===== src/rtl/rom_dl_pkg.sv =====
// Shared types and helpers for the ROM download router: FSM states, byte-lane
// strobes and the address-to-region lookup.
package rom_dl_pkg;

  typedef enum logic {
    IDLE     = 1'b0,
    WAIT_ACK = 1'b1
  } state_t;

  localparam logic [1:0] DS_LO = 2'b01;
  localparam logic [1:0] DS_HI = 2'b10;

  localparam int MAX_PORTS = 4;
  localparam int MAX_AW    = 32;

  // Highest region whose base is <= addr; -1 when addr sits below every base.
  function automatic int region_of(input logic [MAX_AW-1:0] addr,
                                   input logic [MAX_PORTS-1:0][MAX_AW-1:0] bases,
                                   input int n);
    int r;
    r = -1;
    for (int k = 0; k < MAX_PORTS; k++)
      if (k < n && addr >= bases[k]) r = k;
    return r;
  endfunction

endpackage


===== src/rtl/rom_download_router_port.sv =====
// One SDRAM toggle-handshake request port: req flips on i_toggle, busy while
// the ack has not yet caught up with req.
module toggle_req_port (
  input  logic i_clk,
  input  logic i_rst,
  input  logic i_toggle,
  input  logic i_ack,
  output logic o_req,
  output logic o_busy
);

  logic r_req;

  always_ff @(posedge i_clk or posedge i_rst) begin
    if (i_rst)         r_req <= 1'b0;
    else if (i_toggle) r_req <= ~r_req;
  end

  assign o_req  = r_req;
  assign o_busy = r_req ^ i_ack;

endmodule


===== src/rtl/rom_download_router.sv =====
// ROM download front end: routes each ioctl byte to the SDRAM port owning its
// address region, buffers one byte while busy, and owns rom_loaded/core_reset.
module rom_download_router
  import rom_dl_pkg::*;
#(
  parameter int                          NUM_PORTS     = 2,
  parameter int                          ADDR_W        = 25,
  parameter int                          PORT_AW       = 23,
  parameter logic [NUM_PORTS*ADDR_W-1:0] REGION_BASE   = {25'h10000, 25'h00000},
  parameter logic [7:0]                  DL_INDEX      = 8'h00,
  parameter logic [7:0]                  INDEX_MASK    = 8'h00,
  parameter int                          RESET_STRETCH = 16
) (
  input  logic                 clk_sys,
  input  logic                 reset,
  input  logic                 user_reset,
  input  logic                 ioctl_downl,
  input  logic [7:0]           ioctl_index,
  input  logic                 ioctl_wr,
  input  logic [ADDR_W-1:0]    ioctl_addr,
  input  logic [7:0]           ioctl_dout,
  output logic [NUM_PORTS-1:0] port_req,
  input  logic [NUM_PORTS-1:0] port_ack,
  output logic [PORT_AW-1:0]   port_a,
  output logic [1:0]           port_ds,
  output logic [15:0]          port_d,
  output logic                 port_we,
  output logic                 rom_loaded,
  output logic                 core_reset,
  output logic                 overflow,
  output logic [ADDR_W-1:0]    bytes_written
);

  localparam int CW = (RESET_STRETCH < 2) ? 1 : $clog2(RESET_STRETCH + 1);

  state_t                 r_state, w_state_nxt;
  logic                   r_issue;
  logic [NUM_PORTS-1:0]   r_cur_oh;
  logic [PORT_AW-1:0]     r_a;
  logic [1:0]             r_ds;
  logic [15:0]            r_d;
  logic                   r_pend_vld;
  logic [NUM_PORTS-1:0]   r_pend_oh;
  logic [PORT_AW-1:0]     r_pend_a;
  logic [1:0]             r_pend_ds;
  logic [15:0]            r_pend_d;
  logic                   r_wr_d, r_downl_d;
  logic [ADDR_W-1:0]      r_bytes;
  logic                   r_ovf, r_loaded, r_done_req;
  logic [CW-1:0]          r_cnt;
  logic                   r_core_rst;

  logic [MAX_PORTS-1:0][MAX_AW-1:0] w_bases;
  logic [MAX_AW-1:0]      w_addr, w_base_sel, w_off;
  int                     w_region;
  logic [NUM_PORTS-1:0]   w_new_oh, w_busy, w_req;
  logic [PORT_AW-1:0]     w_new_a;
  logic [1:0]             w_new_ds;
  logic [15:0]            w_new_d;
  logic                   w_idx_ok, w_accept, w_downl_rise, w_downl_fall;
  logic                   w_issue_new, w_issue_pend, w_fill_pend, w_drop, w_done;

  always_comb begin
    w_bases = '0;
    for (int k = 0; k < NUM_PORTS; k++)
      w_bases[k] = MAX_AW'(REGION_BASE[k*ADDR_W +: ADDR_W]);
  end

  assign w_addr   = MAX_AW'(ioctl_addr);
  assign w_region = region_of(w_addr, w_bases, NUM_PORTS);

  always_comb begin
    w_new_oh   = '0;
    w_base_sel = '0;
    for (int k = 0; k < NUM_PORTS; k++) begin
      w_new_oh[k] = (w_region == k);
      if (w_region == k) w_base_sel = w_bases[k];
    end
  end

  assign w_off    = w_addr - w_base_sel;
  assign w_new_a  = PORT_AW'(w_off >> 1);
  assign w_new_ds = ioctl_addr[0] ? DS_HI : DS_LO;
  assign w_new_d  = {ioctl_dout, ioctl_dout};

  assign w_idx_ok     = ((ioctl_index ^ DL_INDEX) & INDEX_MASK) == 8'h00;
  // Bytes below the first region are silently ignored: not counted, no overflow.
  assign w_accept     = ioctl_wr & ~r_wr_d & ioctl_downl & w_idx_ok & (w_region >= 0);
  assign w_downl_rise = ioctl_downl & ~r_downl_d;
  assign w_downl_fall = ~ioctl_downl & r_downl_d;

  always_comb begin
    w_state_nxt  = r_state;
    w_issue_new  = 1'b0;
    w_issue_pend = 1'b0;
    w_fill_pend  = 1'b0;
    w_drop       = 1'b0;
    w_done       = 1'b0;
    case (r_state)
      IDLE: begin
        if (r_pend_vld) begin
          w_issue_pend = 1'b1;
          w_fill_pend  = w_accept;
          w_state_nxt  = WAIT_ACK;
        end else if (w_accept) begin
          w_issue_new = 1'b1;
          w_state_nxt = WAIT_ACK;
        end
      end
      WAIT_ACK: begin
        if (w_accept) begin
          if (r_pend_vld) w_drop      = 1'b1;
          else            w_fill_pend = 1'b1;
        end
        // req flips the cycle after capture, so ack is only meaningful once r_issue has retired
        if (!r_issue && !(|(r_cur_oh & w_busy))) begin
          w_done      = 1'b1;
          w_state_nxt = IDLE;
        end
      end
      default: w_state_nxt = IDLE;
    endcase
  end

  always_ff @(posedge clk_sys or posedge reset) begin
    if (reset) begin
      r_state    <= IDLE;
      r_issue    <= 1'b0;
      r_cur_oh   <= '0;
      r_a        <= '0;
      r_ds       <= '0;
      r_d        <= '0;
      r_pend_vld <= 1'b0;
      r_pend_oh  <= '0;
      r_pend_a   <= '0;
      r_pend_ds  <= '0;
      r_pend_d   <= '0;
    end else begin
      r_state <= w_state_nxt;
      r_issue <= w_issue_new | w_issue_pend;
      if (w_issue_pend) begin
        r_cur_oh <= r_pend_oh;
        r_a      <= r_pend_a;
        r_ds     <= r_pend_ds;
        r_d      <= r_pend_d;
      end else if (w_issue_new) begin
        r_cur_oh <= w_new_oh;
        r_a      <= w_new_a;
        r_ds     <= w_new_ds;
        r_d      <= w_new_d;
      end
      if (w_fill_pend) begin
        r_pend_vld <= 1'b1;
        r_pend_oh  <= w_new_oh;
        r_pend_a   <= w_new_a;
        r_pend_ds  <= w_new_ds;
        r_pend_d   <= w_new_d;
      end else if (w_issue_pend) begin
        r_pend_vld <= 1'b0;
      end
    end
  end

  always_ff @(posedge clk_sys or posedge reset) begin
    if (reset) begin
      r_wr_d     <= 1'b0;
      r_downl_d  <= 1'b0;
      r_bytes    <= '0;
      r_ovf      <= 1'b0;
      r_loaded   <= 1'b0;
      r_done_req <= 1'b0;
    end else begin
      r_wr_d    <= ioctl_wr;
      r_downl_d <= ioctl_downl;
      if (w_downl_rise) begin
        r_bytes    <= '0;
        r_ovf      <= 1'b0;
        r_loaded   <= 1'b0;
        r_done_req <= 1'b0;
      end else begin
        if (w_done) r_bytes <= r_bytes + ADDR_W'(1);
        if (w_drop) r_ovf   <= 1'b1;
        if (w_downl_fall)
          r_done_req <= 1'b1;
        else if (r_done_req && r_state == IDLE && !r_pend_vld && r_bytes != '0) begin
          r_loaded   <= 1'b1;
          r_done_req <= 1'b0;
        end
      end
    end
  end

  always_ff @(posedge clk_sys or posedge reset) begin
    if (reset) begin
      r_cnt      <= CW'(RESET_STRETCH);
      r_core_rst <= 1'b1;
    end else if (user_reset || !r_loaded) begin
      r_cnt      <= CW'(RESET_STRETCH);
      r_core_rst <= 1'b1;
    end else if (r_cnt != '0) begin
      r_cnt      <= r_cnt - CW'(1);
      r_core_rst <= (r_cnt != CW'(1));
    end else begin
      r_core_rst <= 1'b0;
    end
  end

  for (genvar k = 0; k < NUM_PORTS; k++) begin : g_port
    toggle_req_port u_port (
      .i_clk    (clk_sys),
      .i_rst    (reset),
      .i_toggle (r_issue & r_cur_oh[k]),
      .i_ack    (port_ack[k]),
      .o_req    (w_req[k]),
      .o_busy   (w_busy[k])
    );
  end

  assign port_req      = w_req;
  assign port_a        = r_a;
  assign port_ds       = r_ds;
  assign port_d        = r_d;
  assign port_we       = ioctl_downl;
  assign rom_loaded    = r_loaded;
  assign core_reset    = r_core_rst;
  assign overflow      = r_ovf;
  assign bytes_written = r_bytes;

endmodule


===== config.mk =====
export PLATFORM = sky130hd
export DESIGN_NAME = rom_download_router
export DESIGN_NICKNAME = d
export VERILOG_FILES = /design/src/rtl/rom_dl_pkg.sv /design/src/rtl/rom_download_router_port.sv /design/src/rtl/rom_download_router.sv
export SDC_FILE = /design/constraint.sdc
export NUM_CORES = 1
export LEC_CHECK = 0
export ABC_AREA = 1
export BUFFER_PORTS_ARGS = -buffer_cell sky130_fd_sc_hd__buf_2
export CAP_MARGIN = 20
export CORE_UTILIZATION = 40
export CTS_CLUSTER_SIZE = 14
export DETAILED_ROUTE_END_ITERATION = 6
export GPL_TIMING_DRIVEN = 0
export PLACE_DENSITY_LB_ADDON = 0.15
export RECOVER_POWER = 25
export SYNTH_ARGS = -nofsm -noshare
export SYNTH_HDL_FRONTEND = slang
export SYNTH_SLANG_ARGS = --single-unit

===== constraint.sdc =====
create_clock -name clk_sys -period 7.2 [get_ports clk_sys]
set_clock_uncertainty 0.15 [all_clocks]
set_input_delay 0.72 -clock clk_sys [delete_from_list [all_inputs] [get_ports clk_sys]]
set_output_delay 0.72 -clock clk_sys [all_outputs]
set_load 0.02 [all_outputs]

==> results of run 1 <==
-- layout make-up --
cell class,count,area (um^2)
clock buffer,10,239.0
timing repair buffer,112,580.6
buffer,35,221.5
multi-input combinational,483,2275
sequential,111,2780
inverter,64,241.5
tap,176,220.2
fill,1367,6720
clock inverter,5,70.07
-- where the power goes --
part           internal (mW)  total, mW  switching, mW
Combinational          0.323      0.869          0.546
Sequential             0.843      0.979          0.137
Clock                  0.285      0.526          0.241
Total                   1.45       2.37          0.923
-- metrics by stage --
stage	std cells	cell area [um^2]	setup slack, ns
6_report	996	6628	4.897
3_3_place_gp	980	6297	2.050
4_1_cts	996	6636	4.917
5_1_grt	996	6628	4.475
3_5_place_dp	981	6327	4.609
2_1_floorplan	693	5522	3.403
-- Yosys cell counts --
library cell  number  area, um^2
nand2_1          201       754.5
nor2_1           112       420.4
dfrtp_1          109        2728
inv_1             55       206.5
nand3_1           29       145.1
o22ai_1           24       150.1
o21ai_0           19       95.09
nand4_1           14       87.58
buf_4             13       97.59
nor3_1            13       65.06
a21oi_1           12       60.06
xor2_1            11       96.34
buf_2              9       45.04
clkbuf_1           9       33.78
ha_1               9       112.6
inv_2              9       33.78
nor2_2             6       37.54
nand2_2            5       31.28
buf_6              4       45.04
nor2_4             4       45.04
o211ai_1           4       30.03
a211oi_1           3       22.52
o21ai_1            3       15.01
o21bai_1           3       22.52
or2_2              3       18.77
dfstp_2            2       52.55
nand3_2            2       20.02
a22o_1             1       8.760
a31o_2             1       8.760
a31oi_1            1       6.260
nand3b_1           1       7.510
nor3_2             1       10.01
o221ai_1           1       8.760
-- worst min-delay path: cells and delay by family, from the launching register on --
| kind | cells | cell delay, ns |
|---|---|---|
| flops | 1 | 0.35 |
| simple gates | 2 | 0.10 |
-- kinds of logic after synthesis --
kind of cell	after synthesis	share of synthesized area
XOR/XNOR	11	0.01745
flip-flops	111	0.5035
adder cells (fa/ha/maj)	9	0.02039
AO/OA/AOI/OAI	72	0.07750
buffers and inverters	99	0.08361
AND/OR/NAND/NOR	391	0.2975
-- worst paths after layout --
path | endpoint | depth (start not counted)
max in group clk_sys | port_a[19] | 11
worst min-delay path | r_pend_ds[1] | 2
min in group asynchronous | r_cnt[2] | 2
worst min register to register | r_pend_ds[1] | 2
worst max-delay path | port_a[16] | 2
worst max register to register | bytes_written[6] | 8
-- layer usage --
metal / track usage / part of all wire
met5: 0 / 0
met4: 0.07188 / 0.017
met3: 0.05466 / 0.049
met2: 0.3595 / 0.50
met1: 0.2550 / 0.43
-- registers in the layout, summed over array words and instances (netlist names) --
signal	flops
bytes_written	25
g_port.u_port.o_req	2
r_cnt	5
r_wr_d	1
port_a	23
overflow	1
r_state	1
r_pend_ds	2
core_reset	1
r_pend_vld	1
r_done_req	1
r_downl_d	1
rom_loaded	1
r_issue	1
r_pend_a	23
port_d	8
r_pend_oh	2
r_pend_d	8
r_cur_oh	2
port_ds	2
==> summary.txt, run 1 <==
Run status
  – Outcome: finished, violations left
  – Failing checks: max-capacitance violations, max-slew violations

Floorplan
  – Core region area: 13,350 um^2
  – IO Pins: 120
  – Die H: 119.5 um
  – Die span in x: 119.5 um
  – Die ar.: 14,280 um^2
  – Num rows: 42
  – Starting Density: 0.4137

Timing
  – Final slew viol count: 55
  – Final Setup Violations: 0
  – Slew headroom: -0.6487
  – Minimum clock period: 2.303 ns
  – Fin. Hold Viols: 0
  – Tcrit/Tclk final: 0.3199
  – RSZ-0062 raised after global routing: no
  – Worst slew pin tran: 2.459 ns
  – Fmax: 0.4342 GHz
  – Final TNS setup: 0 ns
  – Final hold slack: 0.3319 ns

Clocking
  – Clk_lat worst skew: 0.36 ns
  – Clock Path Buffers: 2
  – Post-cts hold buffer count: 0
  – Cts bufs inserted: 9
  – Root buffer cell: clkbuf_16
  – H-tree Lvls: 3
  – Post-CTS Setup Bufs: 0
  – TritonCTS clock tree: yes
  – PostCTS Resize Cnt: 0
  – Clock sinks: 111
  – Reg clk slew, reported paths: 0.08 ns

Power and ir drop
  – Final total power: 2.374 mW
  – Maximum vdd drop: 229.0 uV
  – Leakage power: 3.339 nW
  – Pwr dens: 358.2 nW/um^2

Global routing
  – First-pass GRT wire length: 23,290 um
  – GRT overflow: 0
  – Vias in the first global route: 4,743
  – Largest net degree at the start of global routing: 58
  – GRT Util Overall: 0.2098
  – Initial antenna violation count: 0

Synthesis
  – Syn. warnings: 0
  – Post-Syn Area: 5522 um^2
  – Post-Syn Instances: 693
  – Syn Nets: 750
  – Seq/Total Area, Yosys: 0.5035
  – Mean post-synth cell area: 7.968 um^2
  – Synthesized flop and latch total: 111
  – Synth unique cells: 33

Worst hold path
  – Hold wc startpoint: r_pend_ds[1]
  – Hold Path Class: flip-flop to flip-flop

Finish
  – Fin nets: 873
  – Commonest cells after routing, fill and taps aside: nand2_1 (201), buf_2 (118), nor2_1 (112)
  – Share of layout cells above drive strength 1: 0.2244
  – Synthesis-to-layout area growth: 20.03%
  – Fin util: 0.4965
  – Commonest non-fill, non-tap cell in the layout: nand2_1
  – Antenna cell count: 0

Placed design
  – Placed wire-length estimate: 10,450 um
  – Gpl congestion: 0.9081
  – PortBufs: 111

Worst setup path
  – CP max stage delay: 1.39 ns
  – Worst path arrival time: 2.24 ns
  – Buffers and inverters on the worst path: 2
  – Critical Path End Type: asynchronous set/reset pin
  – Crit. Startpoint: reset
  – Reg2reg start: bytes_written[0]
  – Worst path slowest cell: clkinvlp_2
  – Crit path cell chain: buf_2, clkinvlp_2
  – CP Data Required Time: 7.14 ns
  – Kind of critical path: input pin to asynchronous set/reset pin
  – Critical-path maximum fanout: 55
  – Internal reg-to-reg setup slack: 5.11 ns
  – CP delay by family, top: buffers and inverters
  – Setup crit start kind: input pin

Routing
  – Detailed-router iteration count before antenna repair: 4
  – DR WL/cell: 14.27 um
  – DRC viols: 0
  – Routed WL: 14,220 um
  – DR vias/cell: 4.904
  – Via count: 4,884
  – Initial DRC count: 342
  – Final ANT Viol Nets: 0

Run
  – Max-Cap Viols: 1
No activity file was read; power rests on OpenSTA's default activity.
==> run 2, diff against run 1 <==
Clock period 7.2 ns to 2.2 ns, I/O delays scaled along.
==> run 2 against run 1 <==
  * The flow now finishes without violations
  * Critical endpoint is now bytes_written[20]
  * Routed wire length rose by 0.24%
  * First-iteration DRC count rose by 2.0%
  * Die area did not move
  * Largest power group unchanged
==> summary.txt, run 2 (same netlist as run 1, synthesis figures left out) <==
Floorplan
  – Core region area: 13,350 um^2
  – Num rows: 42
  – Starting Density: 0.4137
  – IO Pins: 120
  – Die H: 119.5 um
  – Die ar.: 14,280 um^2
  – Die span in x: 119.5 um

Global routing
  – GRT Util Overall: 0.2098
  – Vias in the first global route: 4,850
  – Initial antenna violation count: 0
  – GRT overflow: 0
  – Largest net degree at the start of global routing: 42
  – First-pass GRT wire length: 23,630 um

Timing
  – Final Setup Violations: 0
  – Worst slew pin tran: 0.7852 ns
  – Fin. Hold Viols: 0
  – Minimum clock period: 1.931 ns
  – Final slew viol count: 0
  – Fmax: 0.5179 GHz
  – RSZ-0062 raised after global routing: no
  – Slew headroom: 0.4737
  – Tcrit/Tclk final: 0.8777

Placed design
  – Placed wire-length estimate: 10,550 um
  – PortBufs: 111
  – Gpl congestion: 0.8937
  – DP Area: 6361 um^2

Routing
  – Via count: 5,056
  – Final ANT Viol Nets: 0
  – DRC viols: 0
  – Initial DRC count: 349
  – Detailed-router iteration count before antenna repair: 5
  – Routed WL: 14,250 um
  – DR vias/cell: 4.928
  – DR WL/cell: 13.89 um

Clocking
  – Root buffer cell: clkbuf_16
  – Clock Path Buffers: 2
  – Clock sinks: 111
  – Reg clk slew, reported paths: 0.08 ns
  – H-tree Lvls: 3
  – Cts bufs inserted: 9
  – TritonCTS clock tree: yes
  – Post-CTS Setup Bufs: 0
  – Clk_lat worst skew: 0.36 ns

Finish
  – Fin util: 0.5187
  – Share of layout cells above drive strength 1: 0.2094
  – Final Cell Area: 6923 um^2
  – Max FFs per register: 25
  – Fin nets: 902
  – Commonest non-fill, non-tap cell in the layout: nand2_1
  – Commonest cells after routing, fill and taps aside: nand2_1 (201), nor2_1 (112), dfrtp_1 (108)
  – Synthesis-to-layout area growth: 25.38%
  – Antenna cell count: 0

Worst setup path
  – Worst path slowest cell: dfrtp_2
  – Kind of critical path: flip-flop to flip-flop
  – CP Data Required Time: 2.31 ns
  – Setup crit start kind: flip-flop
  – Worst path arrival time: 2.04 ns
  – Critical Path End Type: flip-flop
  – Buffers and inverters on the worst path: 1
  – Critical-path maximum fanout: 8
  – CP delay by family, top: simple AND/OR/NAND/NOR gates
  – Crit path cell chain: ha_1, nand2_2, nor2_2, nand2_2, nor2_4, inv_2, nor2_4, nand3_1, nand2_1, nor2_1
  – CP max stage delay: 0.47 ns

Power and ir drop
  – Leakage power: 3.431 nW
  – Pwr dens: 1116 nW/um^2
  – Maximum vdd drop: 595.7 uV
  – Final total power: 7.728 mW

Run status
  – Outcome: complete, no violations

Run
  – Max-Cap Viols: 0

Worst hold path
  – Hold Path Class: input pin to flip-flop
==> run 2: changes by cell type in the layout (fill, tap and decap cells not counted), moves of 2 or more <==
cell	before	now
dlygate4sd3_1	0	28
buf_2	118	106
clkbuf_1	11	21
buf_12	0	3
clkinv_4	0	2
inv_6	2	0
==> run 2: final timing paths <==
check	start	to	slack (ns)	cells past startpoint
min in group asynchronous	reset	port_a[20]	0.35	3
max in group asynchronous	reset	r_cnt[4]	0.40	6
min	ioctl_addr[22]	port_a[21]	0.05	3
min reg2reg	r_pend_d[13]	r_pend_d[13]	0.34	2
max reg2reg	bytes_written[0]	bytes_written[20]	0.27	10
max	bytes_written[0]	bytes_written[20]	0.27	10
==> run 2: report_power, final <==
part | internal, mW | total, mW | leakage [nW] | switching [mW]
clock | 0.831 | 1.66 | 0.145 | 0.826
combinational | 1.07 | 2.86 | 1.90 | 1.80
sequential | 2.76 | 3.21 | 1.39 | 0.449
==> run 2: final cells by class <==
cell class,count,area (um^2)
timing repair buffer,142,878.3
tap,176,220.2
buffer,34,219.0
clock inverter,6,63.81
fill,1338,6425
clock buffer,10,239.0
sequential,111,2781
multi-input combinational,483,2280
inverter,64,241.5
==> run 2: through the flow <==
stage,cells,hold slack [ns],TNS (ns),worst slack [ns]
floorplan,693,0.1014,0,0.3893
global placement,980,0.1965,-33.27,-0.3146
global route,1026,0.08136,0,0.09636
detailed placement,983,0.08886,0,0.1200
CTS,1027,0.04321,0,0.08476
finish,1026,0.04986,0,0.2690
==> run 2: worst min-delay path, cell delays in order <==
cell and delay [ns]:
buf_2 0.11, xor2_1 0.08, o21bai_1 0.11
==> run 2: repair_timing <==
action	CTS	global route
endpoints found under the hold margin	63	0
hold buffers	28	0
resized for setup	0	3
endpoints found under the setup margin	0	11
==> run 2: layer usage <==
metal,up-vias,GRT usage,share of wire
li1,2505,-,-
met1,2417,0.2708,0.45
met2,115,0.3526,0.49
met3,19,0.03517,0.043
met4,0,0.07891,0.018
met5,-,0,0
==> run 3, diff against run 2 <==
Settings changed: PLACE_DENSITY_LB_ADDON 0.15 to unset, REMOVE_ABC_BUFFERS set to 1.
==> run 3 against run 2 <==
  * Global-route usage fell by 0.32 points
  * Non-clock buffer count is 35 lower
  * Combinational power fell by 8.7%
  * Sequential share of layout area is 1.2 points higher
  * Clock power about the same
  * Routed wire length shrank 1.9%
  * Maximum frequency fell by 6.1%
  * Via count is 2.2% lower
  * Sequential power hardly changed
  * Clock-buffer cell count fell by 1
  * Die area is the same
  * Largest cell class unchanged
  * Largest power group unchanged
==> summary.txt, run 3 (same netlist as run 1, synthesis figures left out) <==
Run status
  – Outcome: complete, no violations

Timing
  – RSZ-0062 raised after global routing: no
  – Final worst slack: 0.1431 ns
  – Slew headroom: 0.1742
  – Tcrit/Tclk final: 0.9350
  – Final hold slack: 0.03391 ns
  – Final Setup Violations: 0
  – Final slew viol count: 0
  – Final TNS setup: 0 ns
  – Minimum clock period: 2.057 ns
  – Fin. Hold Viols: 0
  – Worst slew pin tran: 1.237 ns
  – Fmax: 0.4862 GHz

Placed design
  – DP Area: 6133 um^2
  – Gpl congestion: 0.8817
  – Post-placement cell count: 947
  – PortBufs: 111
  – Dpl ws: -0.8497 ns
  – Placed wire-length estimate: 9375 um

Finish
  – Non-Filler Instances: 992
  – Share of layout cells above drive strength 1: 0.1703
  – Max FFs per register: 25
  – Synthesis-to-layout area growth: 21.73%
  – Commonest cells after routing, fill and taps aside: nand2_1 (199), nor2_1 (112), dfrtp_1 (109)
  – Antenna cell count: 0
  – Final Cell Area: 6721 um^2
  – Fin nets: 868
  – Commonest non-fill, non-tap cell in the layout: nand2_1

Global routing
  – GRT Util Overall: 0.2066
  – First-pass GRT wire length: 23,490 um
  – Largest net degree at the start of global routing: 57
  – GRT overflow: 0
  – GR peak layer: met2
  – Met3 usage: 0.06179
  – Met2 usage: 0.3389
  – GRT met1 Usage: 0.2670
  – Initial antenna violation count: 0
  – Vias in the first global route: 4,851

Routing
  – Detailed-router iteration count before antenna repair: 5
  – DR vias/cell: 4.985
  – Routed WL: 13,980 um
  – Final ANT Viol Nets: 0
  – DR WL/cell: 14.09 um
  – DRC viols: 0
  – Via count: 4,945
  – Initial DRC count: 391

Worst setup path
  – Worst path arrival time: 2.14 ns
  – Kind of critical path: flip-flop to flip-flop
  – Setup crit start kind: flip-flop
  – Critical Path End Type: flip-flop
  – Internal reg-to-reg setup slack: 0.14 ns
  – Critical-path maximum fanout: 31
  – CP Data Required Time: 2.28 ns

Power and ir drop
  – Leakage power: 3.259 nW
  – Pwr dens: 1108 nW/um^2
  – Maximum vdd drop: 925.9 uV

Clocking
  – Post-CTS Setup Bufs: 0
  – Clock sinks: 111
  – Clk_lat worst skew: 0.36 ns
  – Cts bufs inserted: 9
  – Root buffer cell: clkbuf_16
  – Reg clk slew, reported paths: 0.08 ns
  – Clock Path Buffers: 2
  – H-tree Lvls: 3
  – TritonCTS clock tree: yes

Floorplan
  – Die H: 119.5 um
  – Num rows: 42
  – Die ar.: 14,280 um^2
  – IO Pins: 120
  – Die span in x: 119.5 um
  – Starting Density: 0.4137
  – Core region area: 13,350 um^2

Run
  – Max-Cap Viols: 0

Worst hold path
  – Hold Path Class: input pin to flip-flop
run 3: repair_timing:
| action | 4_1_cts | 5_1_grt |
|---|---|---|
| resized for setup | 8 | 2 |
| hold endpoints to repair | 103 | 0 |
| hold buffers | 28 | 0 |
| setup endpoints to repair | 75 | 9 |
| cloned | 1 | 0 |
run 3: final cells by class:
type | count | area (um^2)
Multi-Input combinational cell | 483 | 2313
Clock inverter | 7 | 73.82
Clock buffer | 9 | 225.2
Timing Repair inverter | 1 | 5.005
Inverter | 64 | 249.0
Timing Repair Buffer | 141 | 854.6
Sequential cell | 111 | 2780
Tap cell | 176 | 220.2
Fill cell | 1319 | 6626
run 3: worst paths after layout:
kind | to | depth (start not counted) | startpoint
setup reg to reg | port_a[20] | 7 | r_state
hold reg to reg | r_pend_ds[1] | 2 | r_pend_ds[1]
setup / recovery | port_a[20] | 7 | r_state
max in group asynchronous | bytes_written[3] | 4 | reset
min in group asynchronous | port_a[6] | 3 | reset
hold / removal | port_a[22] | 4 | ioctl_addr[23]
run 3: worst max-delay path, cell delays in order, from the launching register on:
cell and delay (ns):
dfrtp_1 0.45, nor2_2 0.34, inv_4 0.24, nand2_8 0.27, inv_1 0.20, nand2_1 0.09
nand2_1 0.04, o21bai_1 0.14
run 3: metal layers:
| metal | vias to the layer above | share of wire |
|---|---|---|
| li1 | 2432 | - |
| met1 | 2336 | 0.45 |
| met2 | 160 | 0.48 |
| met3 | 17 | 0.063 |
| met4 | 0 | 0.012 |
| met5 | - | 0 |
run 3: power breakdown:
part / internal [mW] / switching, mW / total (mW)
registers: 2.76 / 0.452 / 3.21
logic: 0.846 / 1.77 / 2.61
clock network: 0.801 / 0.825 / 1.63
run 3: per-stage QoR:
step / util / total power, mW
6_report: 0.5036 / 7.448
5_1_grt: 0.5036 / 7.965
3_3_place_gp: 0.4552 / 5.745
3_5_place_dp: 0.4595 / 5.858
4_1_cts: 0.5059 / 7.569
2_1_floorplan: - / 4.904
